`src/rtl/adder_pkg.sv`:
```
// Shared constants and types for the adder result path.
package adder_pkg;

  localparam int C_DATA_WIDTH = 8;
  localparam int C_DEPTH      = 4;

  typedef logic [C_DATA_WIDTH:0] res_t;

  localparam logic [7:0] DROP_CNT_MAX = 8'd255;

endpackage

```
`src/rtl/adder_fifo_mem.sv`:
```
// Register array for the result FIFO: one synchronous write port, one asynchronous read port.
module adder_fifo_mem #(
  parameter int G_WIDTH = 9,
  parameter int G_DEPTH = 4,
  localparam int AW = $clog2(G_DEPTH)
) (
  input  logic               i_clk,
  input  logic               i_wr_en,
  input  logic [AW-1:0]      i_wr_addr,
  input  logic [G_WIDTH-1:0] i_wr_data,
  input  logic [AW-1:0]      i_rd_addr,
  output logic [G_WIDTH-1:0] o_rd_data
);

  logic [G_WIDTH-1:0] mem_q [G_DEPTH];

  always_ff @(posedge i_clk) begin
    if (i_wr_en) begin
      mem_q[i_wr_addr] <= i_wr_data;
    end
  end

  assign o_rd_data = mem_q[i_rd_addr];

endmodule

```
`src/rtl/adder_result_fifo.sv`:
```
// Circular FIFO behind the registered adder; results arriving while full and not
// draining are dropped and recorded in a sticky flag plus a saturating counter.
module adder_result_fifo
  import adder_pkg::*;
#(
  parameter int G_DATA_WIDTH = C_DATA_WIDTH,
  parameter int G_DEPTH      = C_DEPTH,
  localparam int AW = $clog2(G_DEPTH),
  localparam int PW = AW + 1
) (
  input  logic                  i_clk,
  input  logic                  i_rst,
  input  logic                  i_valid,
  input  logic [G_DATA_WIDTH:0] i_C,
  input  logic                  i_ready,
  input  logic                  i_ovf_clr,
  output logic                  o_valid,
  output logic [G_DATA_WIDTH:0] o_C,
  output logic [PW-1:0]         o_count,
  output logic                  o_full,
  output logic                  o_empty,
  output logic                  o_overflow,
  output logic [7:0]            o_drop_cnt
);

  if ((G_DEPTH < 2) || ((G_DEPTH & (G_DEPTH - 1)) != 0)) begin : g_bad_depth
    $error("adder_result_fifo: G_DEPTH must be a power of two and at least 2");
  end

  logic [PW-1:0]         wr_ptr_q, wr_ptr_d;
  logic [PW-1:0]         rd_ptr_q, rd_ptr_d;
  logic                  ovf_q, ovf_d;
  logic [7:0]            drop_cnt_q, drop_cnt_d;
  logic                  empty, full;
  logic                  pop, push, drop;
  logic [G_DATA_WIDTH:0] rd_dat;

  // Status comes from registered pointers only, never from this cycle's handshake.
  assign empty = (wr_ptr_q == rd_ptr_q);
  assign full  = (wr_ptr_q[AW-1:0] == rd_ptr_q[AW-1:0]) &&
                 (wr_ptr_q[AW] != rd_ptr_q[AW]);

  assign pop  = !empty && i_ready;
  assign push = i_valid && (!full || pop);
  assign drop = i_valid && full && !pop;

  always_comb begin
    wr_ptr_d   = wr_ptr_q;
    rd_ptr_d   = rd_ptr_q;
    ovf_d      = ovf_q;
    drop_cnt_d = drop_cnt_q;

    if (push) begin
      wr_ptr_d = wr_ptr_q + PW'(1);
    end
    if (pop) begin
      rd_ptr_d = rd_ptr_q + PW'(1);
    end

    // A drop in the same cycle as a clear restarts the count at one.
    if (drop) begin
      ovf_d = 1'b1;
      if (i_ovf_clr) begin
        drop_cnt_d = 8'd1;
      end else if (drop_cnt_q != DROP_CNT_MAX) begin
        drop_cnt_d = drop_cnt_q + 8'd1;
      end
    end else if (i_ovf_clr) begin
      ovf_d      = 1'b0;
      drop_cnt_d = 8'd0;
    end
  end

  always_ff @(posedge i_clk or posedge i_rst) begin
    if (i_rst) begin
      wr_ptr_q   <= '0;
      rd_ptr_q   <= '0;
      ovf_q      <= 1'b0;
      drop_cnt_q <= 8'd0;
    end else begin
      wr_ptr_q   <= wr_ptr_d;
      rd_ptr_q   <= rd_ptr_d;
      ovf_q      <= ovf_d;
      drop_cnt_q <= drop_cnt_d;
    end
  end

  adder_fifo_mem #(
    .G_WIDTH (G_DATA_WIDTH + 1),
    .G_DEPTH (G_DEPTH)
  ) u_mem (
    .i_clk     (i_clk),
    .i_wr_en   (push),
    .i_wr_addr (wr_ptr_q[AW-1:0]),
    .i_wr_data (i_C),
    .i_rd_addr (rd_ptr_q[AW-1:0]),
    .o_rd_data (rd_dat)
  );

  // Memory is never reset, so the head is masked while nothing valid is stored.
  assign o_valid    = !empty;
  assign o_C        = empty ? '0 : rd_dat;
  assign o_count    = wr_ptr_q - rd_ptr_q;
  assign o_full     = full;
  assign o_empty    = empty;
  assign o_overflow = ovf_q;
  assign o_drop_cnt = drop_cnt_q;

endmodule

```
`config.mk`:
```
export PLATFORM = sky130hd
export DESIGN_NAME = adder_result_fifo
export DESIGN_NICKNAME = d
export VERILOG_FILES = /design/src/rtl/adder_pkg.sv /design/src/rtl/adder_fifo_mem.sv /design/src/rtl/adder_result_fifo.sv
export SDC_FILE = /design/constraint.sdc
export NUM_CORES = 1
export LEC_CHECK = 0
export ABC_AREA = 1
export CORE_MARGIN = 2
export CORE_UTILIZATION = 35
export DETAILED_ROUTE_END_ITERATION = 6
export PLACE_DENSITY = 0.64
export REMOVE_ABC_BUFFERS = 1
export SLEW_MARGIN = 30
export SYNTH_ARGS = -nofsm -noshare
export SYNTH_HDL_FRONTEND = slang
export SYNTH_HIERARCHICAL = 1
export SYNTH_SLANG_ARGS = --single-unit
```
`constraint.sdc`:
```
create_clock -name i_clk -period 2.8 [get_ports i_clk]
set_input_delay 0.42 -clock i_clk [delete_from_list [all_inputs] [get_ports i_clk]]
set_output_delay 0.42 -clock i_clk [all_outputs]
set_load 0.05 [all_outputs]
```
==> results.toml, run 1 <==
[global_routing]
grt_antenna_before_repair = 0
grt_pass1_vias = 1930
grt_pass1_wl_mm = 9.06
grt_max_degree = 22
grtUsageTotal = 0.136
overflow = 0

[cts]
clkSinkCount = 51
postCtsSetupRepairBufs = 0
clk_latency_ns = 0.30
clkTransAtPathRegs_ns = 0.09
htreeDepth = 2
cts_tree = "built"
cts_hold_buf = 0
cts_root_buf = "clkbuf_8"
numCtsBuffers = 5
postCtsResizedCells = 0
clockBufferDepth = 2

[floorplan]
start_util = 0.357
dieArea_mm2 = 0.00852
core-area_mm2 = 0.00765
die_h_um = 92.3
rows = 32
die_x_um = 92.3
pin_count = 38

[placement]
detailedPlace.worstSlack_ns = 0.613
gp_congestion = 0.834
numPlacedInstances = 437
numPortBuffers = 37
dp_hpwl_mm = 3.82
placedInstanceArea_mm2 = 0.00335

[final_layout]
stdcell_area_mm2 = 0.00346
fin_cells = 445
antenna_cells = 0
area_growth_pct = 26.7
nets = 362
drive_gt1_frac = 0.190

[yosys]
synth_area_mm2 = 0.00273
yosysUniqueCellTypes = 29
syn_inst = 296
synth_top_flop_cell = "edfxtp_1"
synth_area_per_cell_um2 = 9.22
async_reset_ff_frac = 0.294
synth_edf_count = 36
synth_seq_cells = 51
ys_warn_count = 6
ys_seq_area_frac = 0.533

[timing]
hold_violations = 0
rsz0062_at_grt = "no"
fmax_mhz = 402
period_needed_ns = 2.49
setup_viol = 0
relSlewSlack = 0.579
slew_violations = 0
period_share = 0.888
layout_setup_ws_ns = 0.314
tightest_slew_ns = 0.631
finClkSkew_ns = 0.00285

[drt]
routed_via_density = 4.45
first_iter_violations = 91
wirelength_mm = 5.40
wire_per_inst_um = 12.1
vias = 1980
route.detailed.drc = 0
dr.pass1.iters = 4
ant_nets = 0

[worst_setup_path]
crit_path_start_kind = "flop"
r2r_cells = 10
critPathArrivalTime_ns = 2.07
crit_required_ns = 2.38
cp_max_fo = 10
worstSetupEndpointType = "output port"
rr_startpoint = "wr_ptr_q[0]"
r2r-end = "u_mem/mem_q[0][6]"
critPathKind = "flop to output port"
r2r_slack_ns = 0.77

[power]
power_uw = 4450
pwr_density_cell_mw_per_mm2 = 1290
p_leak_uw = 0.00165
vdd_drop_max_uv = 1440

[min_path]
hold_class = "input port to async pin"

[run]
drv_cap = 0

[status]
status = "completed"
## report_power, final
part / internal, µW / switching [µW] / leakage, µW
registers: 982 / 79.0 / 0.000526
clock network: 225 / 236 / 0.0000505
logic: 1140 / 1790 / 0.00108
## kinds of logic (layout without fill, tap and decap cells)
group	count (synthesis)	count (layout)	synth area share
buffers and inverters	75	122	0.115
flip-flops	51	51	0.533
XOR/XNOR	4	4	0.0128
AND/OR/NAND/NOR	154	154	0.297
adder cells (fa/ha/maj)	6	6	0.0302
AO/OA/AOI/OAI	6	6	0.0110
## placed cells by master (no fill, tap or decap), drive strengths merged
cell type	netlist	routed
nand2	89	89
inv	70	70
edfxtp	36	36
nand3	35	35
clkdlybuf4s50	0	22
nor2	22	22
buf	4	21
dfrtp	15	15
clkbuf	0	7
nor3	5	5
ha	5	5
a21oi	4	4
nand4	2	2
xor2	2	2
xnor2	2	2
o21ai	2	2
clkinv	1	1
nand3b	1	1
fa	1	1
clkinvlp	0	1
## routing by layer
metal | vias to the layer above | part of all wire | wire [µm] | GRT usage
met1 | 914 | 0.45 | 2420 | 0.169
met5 | - | 0 | 0 | 0
li1 | 1004 | - | - | -
met2 | 55 | 0.48 | 2600 | 0.239
met4 | 0 | 0.011 | 61 | 0.0448
met3 | 7 | 0.058 | 313 | 0.0260
## critical path: stages (launching register included)
cell,delay [ns]
dfrtp_1,0.44
inv_1,0.08
ha_1,0.31
nand2_1,0.18
inv_1,0.12
nand2_4,0.11
inv_2,0.11
nor2_1,0.23
buf_12,0.18
## registers in the layout, indices dropped and copies added, names as in the netlist
register / flops
wr_ptr_q: 3
o_overflow: 1
u_mem/mem_q: 36
rd_ptr_q: 3
o_drop_cnt: 8
## worst max path at each step
stage | from | end | slack (ns)
2_1_floorplan | rd_ptr_q[0] | o_C[0] | -0.04
3_3_place_gp | wr_ptr_q[0] | o_C[1] | 0.68
3_5_place_dp | wr_ptr_q[0] | o_C[3] | 0.61
4_1_cts | wr_ptr_q[0] | o_C[3] | 0.29
5_1_grt | wr_ptr_q[0] | o_C[3] | 0.18
6_report | wr_ptr_q[0] | o_C[3] | 0.31
## Yosys cell counts, types with 2 or more instances
cell / instances / area, µm²
nand2_1: 74 / 278
inv_1: 65 / 244
edfxtp_1: 36 / 1080
nand3_1: 23 / 115
nor2_1: 18 / 67.6
dfrtp_1: 15 / 375
nand3_2: 11 / 110
nand2_2: 9 / 56.3
nand2_4: 6 / 67.6
ha_1: 5 / 62.6
nor3_1: 5 / 25.0
a21oi_1: 4 / 20.0
inv_2: 4 / 15.0
nor2_4: 3 / 33.8
nand4_1: 2 / 12.5
xnor2_1: 2 / 17.5
xor2_1: 2 / 17.5
## final cells by class
type | instances | area (µm²)
Inverter | 71 | 272
Multi-Input combinational cell | 170 | 958
Timing Repair Buffer | 43 | 541
Tap cell | 102 | 128
Fill cell | 714 | 4190
Clock buffer | 7 | 96.3
Sequential cell | 51 | 1460
Clock inverter | 1 | 7.51
## through the flow
stage / util / TNS [ns] / hold slack [ns]
floorplan: - / -0.324 / 0.321
global placement: 0.439 / 0 / 0.472
detailed placement: 0.439 / 0 / 0.482
CTS: 0.452 / 0 / 0.505
global route: 0.452 / 0 / 0.544
finish: 0.452 / 0 / 0.490
No activity file was read; power rests on OpenSTA's default activity.
==> run 2, diff against run 1 <==
GPL_TIMING_DRIVEN = 0   (was default)
==> results.toml, run 2 (synthesis gave the netlist of run 1 again) <==
[min_path]
hold_class = "input port to async pin"

[cts]
clkSinkCount = 51
clkTransAtPathRegs_ns = 0.09
clk_latency_ns = 0.30
numCtsBuffers = 5
cts_hold_buf = 0
cts_tree = "built"
cts_root_buf = "clkbuf_8"
htreeDepth = 2
clockBufferDepth = 2

[floorplan]
start_util = 0.357
dieArea_mm2 = 0.00852
rows = 32
die_h_um = 92.3
core-area_mm2 = 0.00765
die_x_um = 92.3
pin_count = 38

[placement]
dp_hpwl_mm = 3.72
gp_congestion = 0.786
numPortBuffers = 37
numPlacedInstances = 433

[power]
p_leak_uw = 0.00158
vdd_drop_max_uv = 1120
clkPwrFrac = 0.129
p_seq_frac = 0.305
switching_share = 0.521
p_comb_frac = 0.566
p_switching_uw = 1990
pwr_density_cell_mw_per_mm2 = 1170
p_int_uw = 1840

[drt]
wire_per_inst_um = 12.1
wirelength_mm = 5.34
ant_nets = 0
routed_via_density = 4.35
route.detailed.drc = 0
vias = 1919
dr.pass1.iters = 4
first_iter_violations = 48

[final_layout]
largest_register_ffs = 36
nets = 358
antenna_cells = 0
drive_gt1_frac = 0.180
final_cell_mix = "nand2_1, inv_1, edfxtp_1"
final_common_cell = "nand2_1"
regMostFlops = "u_mem/mem_q"
fin_cells = 441
final_util = 0.429
area_growth_pct = 20.2
fillers = 763

[worst_setup_path]
r2r-end = "u_mem/mem_q[0][2]"
critPathKind = "flop to output port"
r2r_slack_ns = 0.18
worstSetupEndpointType = "output port"
critPathArrivalTime_ns = 2.30
rr_startpoint = "rd_ptr_q[0]"
crit_path_start_kind = "flop"
r2r_cells = 8
cp_max_fo = 22
crit_required_ns = 2.38

[timing]
rsz0062_at_grt = "no"
relSlewSlack = 0.393
whs_ns = 0.488
setup_viol = 0
finClkSkew_ns = 0.00460
fmax_mhz = 368
hold_violations = 0
tightest_slew_ns = 0.906
slew_violations = 0
finalSetupTns_ns = 0
period_needed_ns = 2.72
period_share = 0.970

[global_routing]
overflow = 0
grt_max_degree = 23
grt_antenna_before_repair = 0
grt_pass1_wl_mm = 8.98
grtUsageTotal = 0.134
grt_pass1_vias = 1919

[run]
drv_cap = 0

[status]
status = "completed"
-- run 2: cell types whose count changed in the layout (fill, tap and decap cells not counted), sizes merged --
cell,previous run,this run
clkinv,1,3
buf,21,12
dlygate4sd2,0,3
clkdlybuf4s15,0,1
bufinv,0,1
clkinvlp,1,0
clkdlybuf4s50,22,23
clkbuf,7,5
-- run 2: power groups by stage --
| stage | clock network [µW] | logic, µW | registers, µW |
|---|---|---|---|
| 2_1_floorplan | 0 | 1640 | 1160 |
| 3_5_place_dp | 0 | 2350 | 1180 |
| 3_3_place_gp | 0 | 2300 | 1170 |
| 5_1_grt | 532 | 2340 | 1190 |
| 6_report | 493 | 2170 | 1170 |
| 4_1_cts | 508 | 2280 | 1170 |
-- run 2: critical path, stage by stage, from the launching register on --
cell             delay (ns)
dfrtp_4                0.62
ha_1                   0.25
fa_1                   0.39
xor2_1                 0.20
clkdlybuf4s15_1        0.53
-- run 2: routing by layer --
metal  part of all wire  track usage  vias up
met2               0.48        0.230       48
met5                  0            0        -
met3              0.037       0.0317        3
met4             0.0045       0.0187        0
li1                   -            -      997
met1               0.48        0.177      871
-- run 2: cell type report --
class,instances,area [µm²],area share
timing repair buffer,39,332,0.101
clock buffer,5,68.8,0.0210
inverter,71,272,0.0828
multi-input combinational,170,978,0.298
clock inverter,3,38.8,0.0118
tap,102,128,0.0389
sequential,51,1460,0.446
-- run 2: worst max path at each step --
stage	from	end	cells past startpoint
after CTS	rd_ptr_q[0]	o_C[3]	7
final	rd_ptr_q[0]	o_count[2]	4
after global routing	rd_ptr_q[0]	o_count[2]	4
after floorplan	rd_ptr_q[0]	o_C[0]	6
after detailed placement	rd_ptr_q[0]	o_C[3]	7
after global placement	rd_ptr_q[0]	u_mem/mem_q[2][7]	8
-- run 2: per-stage QoR --
step           instance area (µm²)  power [µW]  setup slack (ns)
5_1_grt                       3280        4070           0.00882
3_3_place_gp                  3180        3470            -0.625
2_1_floorplan                 2690        2800           -0.0360
4_1_cts                       3340        3960            0.0288
6_report                      3280        3830            0.0848
3_5_place_dp                  3220        3530            -0.445
-- run 2: repair_timing --
| item | CTS | global route |
|---|---|---|
| endpoints found under the setup margin | 38 | 11 |
| setup buffers | 0 | 0 |
| gates resized for setup | 37 | 22 |
==> run 3, diff against run 2 <==
--- a/config.mk
+++ b/config.mk
@@ -11,4 +11,5 @@
 export DETAILED_ROUTE_END_ITERATION = 6
+export DONT_BUFFER_PORTS = 1
 export GPL_TIMING_DRIVEN = 0
-export PLACE_DENSITY = 0.64
+export PLACE_DENSITY = 0.58
 export REMOVE_ABC_BUFFERS = 1
--- a/constraint.sdc
+++ b/constraint.sdc
@@ -3,2 +3,2 @@
 set_output_delay 0.42 -clock i_clk [all_outputs]
-set_load 0.05 [all_outputs]
+set_load 0.02 [all_outputs]
==> results.toml, run 3 (synthesis gave the netlist of run 1 again) <==
[floorplan]
die_h_um = 92.3
start_util = 0.357
rows = 32
core-area_mm2 = 0.00765
dieArea_mm2 = 0.00852
die_x_um = 92.3
pin_count = 38

[worst_setup_path]
worstSetupEndpointType = "output port"
r2r_slack_ns = 0.22
critPathArrivalTime_ns = 2.26
crit_required_ns = 2.38
cp_max_fo = 22
critPathKind = "flop to output port"
crit_path_start_kind = "flop"

[final_layout]
area_growth_pct = 8.85
final_cell_mix = "nand2_1, inv_1, edfxtp_1"
antenna_cells = 0
nets = 321
drive_gt1_frac = 0.175
largest_register_ffs = 36
regMostFlops = "u_mem/mem_q"
fillers = 767
final_common_cell = "nand2_1"

[timing]
rsz0062_at_grt = "yes"
relSlewSlack = 0.449
slew_violations = 0
whs_ns = 0.0677
period_needed_ns = 2.68
finClkSkew_ns = 0.00944
hold_violations = 0
setup_viol = 0
fmax_mhz = 373
tightest_slew_ns = 0.822
finalSetupTns_ns = 0
period_share = 0.957

[status]
status = "completed"

[min_path]
hold_class = "input port to async pin"

[cts]
htreeDepth = 2
postCtsSetupRepairBufs = 0
clkTransAtPathRegs_ns = 0.09
clk_latency_ns = 0.30
cts_root_buf = "clkbuf_8"
clockBufferDepth = 2
cts_tree = "built"
numCtsBuffers = 5
cts_hold_buf = 0
clkSinkCount = 51

[power]
p_seq_frac = 0.383
p_switching_uw = 1430
p_int_uw = 1640
pwr_density_cell_mw_per_mm2 = 1030
p_leak_uw = 0.00143
p_comb_frac = 0.449
vdd_drop_max_uv = 636
clkPwrFrac = 0.168
switching_share = 0.466

[global_routing]
grt_antenna_before_repair = 0
grt_pass1_vias = 1759
grt_max_degree = 23
overflow = 0
grt_pass1_wl_mm = 8.54
grtUsageTotal = 0.129

[placement]
dp_hpwl_mm = 3.51
numPortBuffers = 0
gp_congestion = 0.791

[drt]
wirelength_mm = 5.06
ant_nets = 0
route.detailed.drc = 0
routed_via_density = 4.38
wire_per_inst_um = 12.5
first_iter_violations = 48
dr.pass1.iters = 4
vias = 1770

[run]
drv_cap = 0
-- run 3: cell type report --
cell class	instances	area (µm²)	share of cell area
clock buffer	5	68.8	0.0232
clock inverter	3	46.3	0.0156
inverter	71	272	0.0914
multi-input combinational	170	981	0.330
sequential	51	1460	0.492
tap	102	128	0.0429
timing repair buffer	2	15.0	0.00505
-- run 3: final timing paths --
kind,startpoint,endpoint,depth (start not counted)
min in group i_clk,i_C[1],u_mem/mem_q[2][1],0
min,i_rst,o_drop_cnt[1],1
max,rd_ptr_q[0],o_C[2],6
min reg2reg,wr_ptr_q[2],wr_ptr_q[2],2
max in group asynchronous,i_rst,rd_ptr_q[0],1
max reg2reg,rd_ptr_q[0],u_mem/mem_q[3][3],8
-- run 3: power by group through the flow --
stage	clock network (µW)	logic [µW]	registers [µW]
after floorplan	0	1150	1130
after global placement	0	1350	1180
after detailed placement	0	1400	1190
after CTS	531	1400	1180
after global routing	556	1560	1210
final	516	1380	1180
-- run 3: critical path, cell delays in order (launching register included) --
cell     delay [ns]
dfrtp_4        0.62
ha_1           0.36
nand2_1        0.20
inv_1          0.13
nand2_4        0.14
inv_2          0.15
nor2_1         0.36
-- run 3: through the flow --
step / std cells / total power [µW] / utilization / setup slack, ns / cell area [µm²]
3_3_place_gp: 394 / 2530 / 0.368 / -0.727 / 2810
2_1_floorplan: 292 / 2280 / - / 0.197 / 2690
3_5_place_dp: 396 / 2590 / 0.373 / -0.213 / 2850
5_1_grt: 404 / 3330 / 0.389 / -0.00478 / 2970
6_report: 404 / 3080 / 0.389 / 0.120 / 2970
4_1_cts: 404 / 3110 / 0.388 / 0.000932 / 2970
-- run 3: per-layer routing --
metal,global-route usage,vias up,share of wire
met5,0,-,0
met3,0.0374,7,0.059
met2,0.222,44,0.48
met1,0.156,800,0.45
met4,0.0386,0,0.010
li1,-,919,-
-- run 3: timing repair --
action	4_1_cts	5_1_grt
gates resized for setup	2	2
endpoints found under the hold margin	0	0
setup endpoints to repair	39	24
==> edit 1 (settings of run 1) <==
Make the reset (`i_rst`) synchronous in one clocked block. Comments in the files are not updated.
--- a/src/rtl/adder_result_fifo.sv
+++ b/src/rtl/adder_result_fifo.sv
@@ -71,7 +71,7 @@
     end
   end
 
-  always_ff @(posedge i_clk or posedge i_rst) begin
+  always_ff @(posedge i_clk) begin
     if (i_rst) begin
       wr_ptr_q   <= '0;
       rd_ptr_q   <= '0;
Formal check against the unedited RTL: differs if i_rst is asserted again (counterexample within 4 cycles, from zero or initial values and one cycle with i_rst high); with i_rst held inactive, the same outputs for 10 cycles.
==> edit 1 against run 1 <==
Routed wire length decreased by 1.2%. Die area fell by 1.5%. Final area shrank 1.5%. Via count rose by 0.51%. Worst setup slack better by 0.0018 ns. Sequential cell count stayed put. Synthesized area is 1.6% lower.
Power is not compared: it rests on default switching activity, and its combinational part moved more than twofold at a synthesized area within 25%.
==> edit 1: results (changes against run 1) <==
- Met2 routed WL: 2600 microns (about the same)
- CP max FO: 10 (unchanged)
- Routed length on met3: 271 microns (was 313 microns)
- Clock slew at reported path FFs: around 0.08 ns
- GPL Wtd Cong: 0.823 (was 0.834)
- Layout cells sized above 1: 19.7% (was 19.0%)
- CP Data Arrival Time: 2.06 ns
- Overall track demand over capacity in global routing: 13.4% (was 13.6%)
- Clock Path Buffers: 2 (unchanged)
- Run status: completed (unchanged)
- Synth Warn #: 6 (unchanged)
- TritonCTS buffer count: 5 (unchanged)
- Skew-Pair Late Insertion Delay: 0.30 ns (about the same)
- Max-Slew Margin vs Limit: 61.4% (was 57.9%)
- Leakage: between 1.5 and 2 nW
- DRT Wirelength: 5330 microns (was 5400 microns)
- H-tree levels: 2 (unchanged)
- Skew final: 0.00653 ns (was 0.00285 ns)
- Max reg flops: 36 (unchanged)
- Initial DRT Pass Iterations: 4 (unchanged)
- Reg with most FFs: u_mem/mem_q (unchanged)
- Adder-cell area share of the yosys netlist: 3.07% (was 3.02%)
- First-pass GRT wire length: 8760 microns (was 9060 microns)
- Top FF cell, synth: edfxtp_1 (unchanged)
- Synth Area in Compound Gates: 3.91% (was 1.10%)
- VDD IR max: between 0.4 and 0.5 mV
- Initial antenna violation count: 0 (unchanged)
- Type of the worst min-delay path: reg2reg (was in2async)
- CP max stage cell: nor2_2 (was dfrtp_1)
- Register area share after synthesis: 51.4% (was 53.3%)
- Distinct cells, synth: 30 (was 29)
- Top Metal Used: met4 (unchanged)
- Post-DP HPWL: 3760 microns (was 3820 microns)
- Ys async rst share: 0% (was 29.4%)
- Nets: 369 (was 362)
- Post_cts resized: 0 (unchanged)
- Fillers: 686 (was 714)
- Setup bufs post-CTS: 0 (unchanged)
- CP max stage delay: 0.50 ns (was 0.44 ns)
- Crit-path leading delay family: simple AND/OR/NAND/NOR gates (unchanged)
- 1st-iter DRT viols: 93 (was 91)
- Synth cell count leaders: inv_1, nand2_1, edfxtp_1, nand3_1, nor2_1 (was nand2_1, inv_1, edfxtp_1, nand3_1, nor2_1)
- Post-synth EDFFs: 36 (unchanged)
- Switching pwr: 0.000841 W
- Diode count: 0 (unchanged)
- CTS root buf: clkbuf_8 (unchanged)
- Vias in the first global route: 1914 (was 1930)
- Post-synthesis mux area share: 0% (unchanged)
- Largest net degree at the start of global routing: 23 (was 22)
- Synth Area in XOR/XNOR: 0.978% (was 1.28%)
- DR vias/cell: 4.43 (was 4.45)
- PortBufs: 37 (unchanged)
- Met1 wire length: 2390 microns (was 2420 microns)
- Synth area leaders: edfxtp_1, dfxtp_1, inv_1 (was edfxtp_1, dfrtp_1, nand2_1)
[edit 1: kinds of logic (layout without fill, tap and decap cells)]
kind of cell	after synthesis	in the layout
AND/OR/NAND/NOR	147	147
buffers and inverters	79	124
flip-flops	51	51
AO/OA/AOI/OAI	19	19
adder cells (fa/ha/maj)	6	6
XOR/XNOR	3	3
[edit 1: layout make-up]
class / count / area, sq um / share of cell area, %
flip-flops and latches: 51 / 1380 / 40.6
multi-input cells: 175 / 975 / 28.6
repair buffers: 43 / 541 / 15.9
inverters: 73 / 279 / 8.19
well taps: 99 / 124 / 3.64
clock buffers: 7 / 76.3 / 2.24
clock inverters: 1 / 30.0 / 0.882
[edit 1: layer usage]
layer / up-vias / global-route usage (%)
met5: - / 0
met1: 905 / 16.1
li1: 1031 / -
met4: 0 / 6.19
met2: 47 / 22.5
met3: 7 / 3.12
[edit 1: path summary, 6_finish.rpt]
| check | slack (ns) | depth (start not counted) | endpoint | start |
|---|---|---|---|---|
| max | 0.32 | 6 | o_C[3] | wr_ptr_q[0] |
| min | 0.47 | 2 | o_overflow | o_overflow |
| min reg2reg | 0.47 | 2 | o_overflow | o_overflow |
| max reg2reg | 0.83 | 10 | u_mem/mem_q[2][8] | wr_ptr_q[0] |
[edit 1: tightest hold or removal path: cells and delay by family (launching register included)]
kind / cells / cell delay, ns
simple gates: 1 / 0.06
compound gates: 1 / 0.05
flops: 1 / 0.32
[edit 1: power groups by stage]
stage	logic, W	clock network [W]	registers, W
2_1_floorplan	0.000528	0	0.000892
3_3_place_gp	0.000988	0	0.000870
3_5_place_dp	0.00100	0	0.000872
4_1_cts	0.00100	0.000519	0.000855
5_1_grt	0.00106	0.000549	0.000858
6_report	0.000992	0.000499	0.000855
[edit 1: metrics by stage]
| stage | hold WS, ns | total power (W) | instance area, sq um | cells | setup slack (ns) |
|---|---|---|---|---|---|
| 3_5_place_dp | 0.460 | 0.00187 | 3300 | 441 | 0.607 |
| 5_1_grt | 0.507 | 0.00247 | 3410 | 449 | 0.127 |
| 3_3_place_gp | 0.459 | 0.00186 | 3300 | 441 | 0.708 |
| 4_1_cts | 0.475 | 0.00238 | 3410 | 449 | 0.253 |
| 2_1_floorplan | 0.482 | 0.00142 | 2640 | 299 | 0.163 |
| 6_report | 0.473 | 0.00235 | 3410 | 449 | 0.316 |
==> edit 2 (flow settings as in run 1) <==
Without the edit above. Change the package constant `C_DATA_WIDTH` from 8 to 10.
--- a/src/rtl/adder_pkg.sv
+++ b/src/rtl/adder_pkg.sv
@@ -1,7 +1,7 @@
 // Shared constants and types for the adder result path.
 package adder_pkg;
 
-  localparam int C_DATA_WIDTH = 8;
+  localparam int C_DATA_WIDTH = 10;
   localparam int C_DEPTH      = 4;
 
   typedef logic [C_DATA_WIDTH:0] res_t;
Ports: changed (resized i_C and o_C); port bits go from 38 to 42. The function was not compared with the original's and may differ.
==> edit 2 against run 1 <==
Synthesized area rose by 9.0%. Synthesized cell count increased by 9.8%. Clock skew rose by 0.0046 ns. Sequential cell count grew 8. Total power is 16% higher. Register-to-register slack improved by 0.03 ns. Non-clock buffer count rose by 4. Routed wire length rose by 7.6%. Critical endpoint is now o_C[0]. Worst setup slack got worse by 0.020 ns. Final area grew 11%. Combinational power rose by 8.5%. Global-route usage grew 0.51 points.
==> edit 2: results (changes against run 1) <==
- 1st-iter DRT viols: 70 (was 91)
- Post-synth EDFFs: 44 (was 36)
- GPL Wtd Cong: 0.822 (was 0.834)
- Layout cells sized above 1: 14.5% (was 19.0%)
- Leakage: 1.83 nW (was 1.65 nW)
- Max-Slew Margin vs Limit: 58.9% (was 57.9%)
- Vias after detailed routing: 2135 (was 1980)
- Clock slew at reported path FFs: 0.07 ns (was 0.09 ns)
- Nets: 397 (was 362)
- Placed Instance Area: 0.00365 sq mm (was 0.00335 sq mm)
- TritonCTS buffer count: 9 (was 5)
- DR vias/cell: 4.40 (was 4.45)
- Worst slack, placed: 0.600 ns (was 0.613 ns)
- Ys async rst share: 25.4% (was 29.4%)
- CP Data Arrival Time: 2.09 ns (was 2.07 ns)
- Synth cell count leaders: nand2_1, inv_1, edfxtp_1, nand3_1, nor2_1 (unchanged)
- Overall track demand over capacity in global routing: 14.2% (was 13.6%)
- Largest net degree at the start of global routing: 26 (was 22)
- Mapped Cells: 325 (was 296)
- Flop2flop setup slack: 0.80 ns (was 0.77 ns)
- Skew-Pair Late Insertion Delay: 0.33 ns (was 0.30 ns)
- First-pass GRT wire length: 9790 microns (was 9060 microns)
- Max reg flops: 44 (was 36)
- H-tree levels: 3 (was 2)
- CP max stage delay: 0.41 ns (was 0.44 ns)
- CP max FO: 12 (was 10)
- WL per Instance: 12.0 microns (was 12.1 microns)
- Run status: completed (unchanged)
- Skew final: 0.00741 ns (was 0.00285 ns)
- PortBufs: 41 (was 37)
- Post-DP HPWL: 3800 microns (was 3820 microns)
## edit 2: cell types whose count changed in the layout (fill, tap and decap cells not counted), sizes merged, moves of 2 or more
cell           change
inv               +10
o21ai              +3
nand2              +3
clkdlybuf4s50      +2
clkinv             +3
a21oi              -2
clkbuf             +2
xor2               +2
nand3              +2
nor2               -2
edfxtp             +8
buf                +2
## edit 2: critical path: cells and delay by family (launching register included)
kind / cells / cell delay (ns)
buffers and inverters: 4 / 0.52
and+or+nand+nor: 3 / 0.51
DFF: 1 / 0.41
adders and majority gates: 1 / 0.32
## edit 2: how the worst max path moves through the flow
| stage | startpoint | end | slack (ns) | cells past startpoint |
|---|---|---|---|---|
| 6_report | wr_ptr_q[0] | o_C[0] | 0.29 | 8 |
| 5_1_grt | wr_ptr_q[0] | o_C[0] | 0.09 | 8 |
| 4_1_cts | wr_ptr_q[0] | o_C[0] | 0.22 | 8 |
| 3_5_place_dp | wr_ptr_q[0] | o_C[0] | 0.60 | 8 |
| 3_3_place_gp | wr_ptr_q[0] | o_C[0] | 0.69 | 8 |
| 2_1_floorplan | rd_ptr_q[0] | o_C[0] | -0.10 | 6 |
## edit 2: where the power goes
part           internal [W]  total, W  switching [W]
sequential          0.00114   0.00122      0.0000788
clock              0.000407  0.000755       0.000348
combinational       0.00126   0.00318        0.00192
total               0.00281   0.00515        0.00234
## edit 2: layout make-up
type	count	area (sq um)
Inverter	80	300
Timing Repair Buffer	47	601
Multi-Input combinational cell	178	922
Clock buffer	9	124
Clock inverter	7	68.8
Tap cell	105	131
Fill cell	787	4370
Sequential cell	59	1700
## edit 2: through the flow
stage	util, %	hold WS [ns]
3_5_place_dp	44.4	0.515
4_1_cts	46.8	0.489
2_1_floorplan	-	0.321
3_3_place_gp	44.4	0.486
6_report	46.8	0.464
5_1_grt	46.8	0.525
## edit 2: cell families after synthesis
family | Yosys count | share of synthesized area (%)
compound gates | 8 | 1.43
xor+xnor | 7 | 2.06
fa+ha+maj | 6 | 2.77
buf+inv | 88 | 12.0
flops | 59 | 57.0
simple gates | 157 | 24.7
## edit 2: layer usage
layer | track usage [%] | up-vias | part of all wire, % | routed length (microns)
met3 | 3.45 | 8 | 5.2 | 304
met2 | 22.8 | 51 | 45 | 2620
met5 | 0 | - | 0 | 0
li1 | - | 1104 | - | -
met4 | 6.43 | 0 | 1.7 | 97
met1 | 18.0 | 972 | 48 | 2790
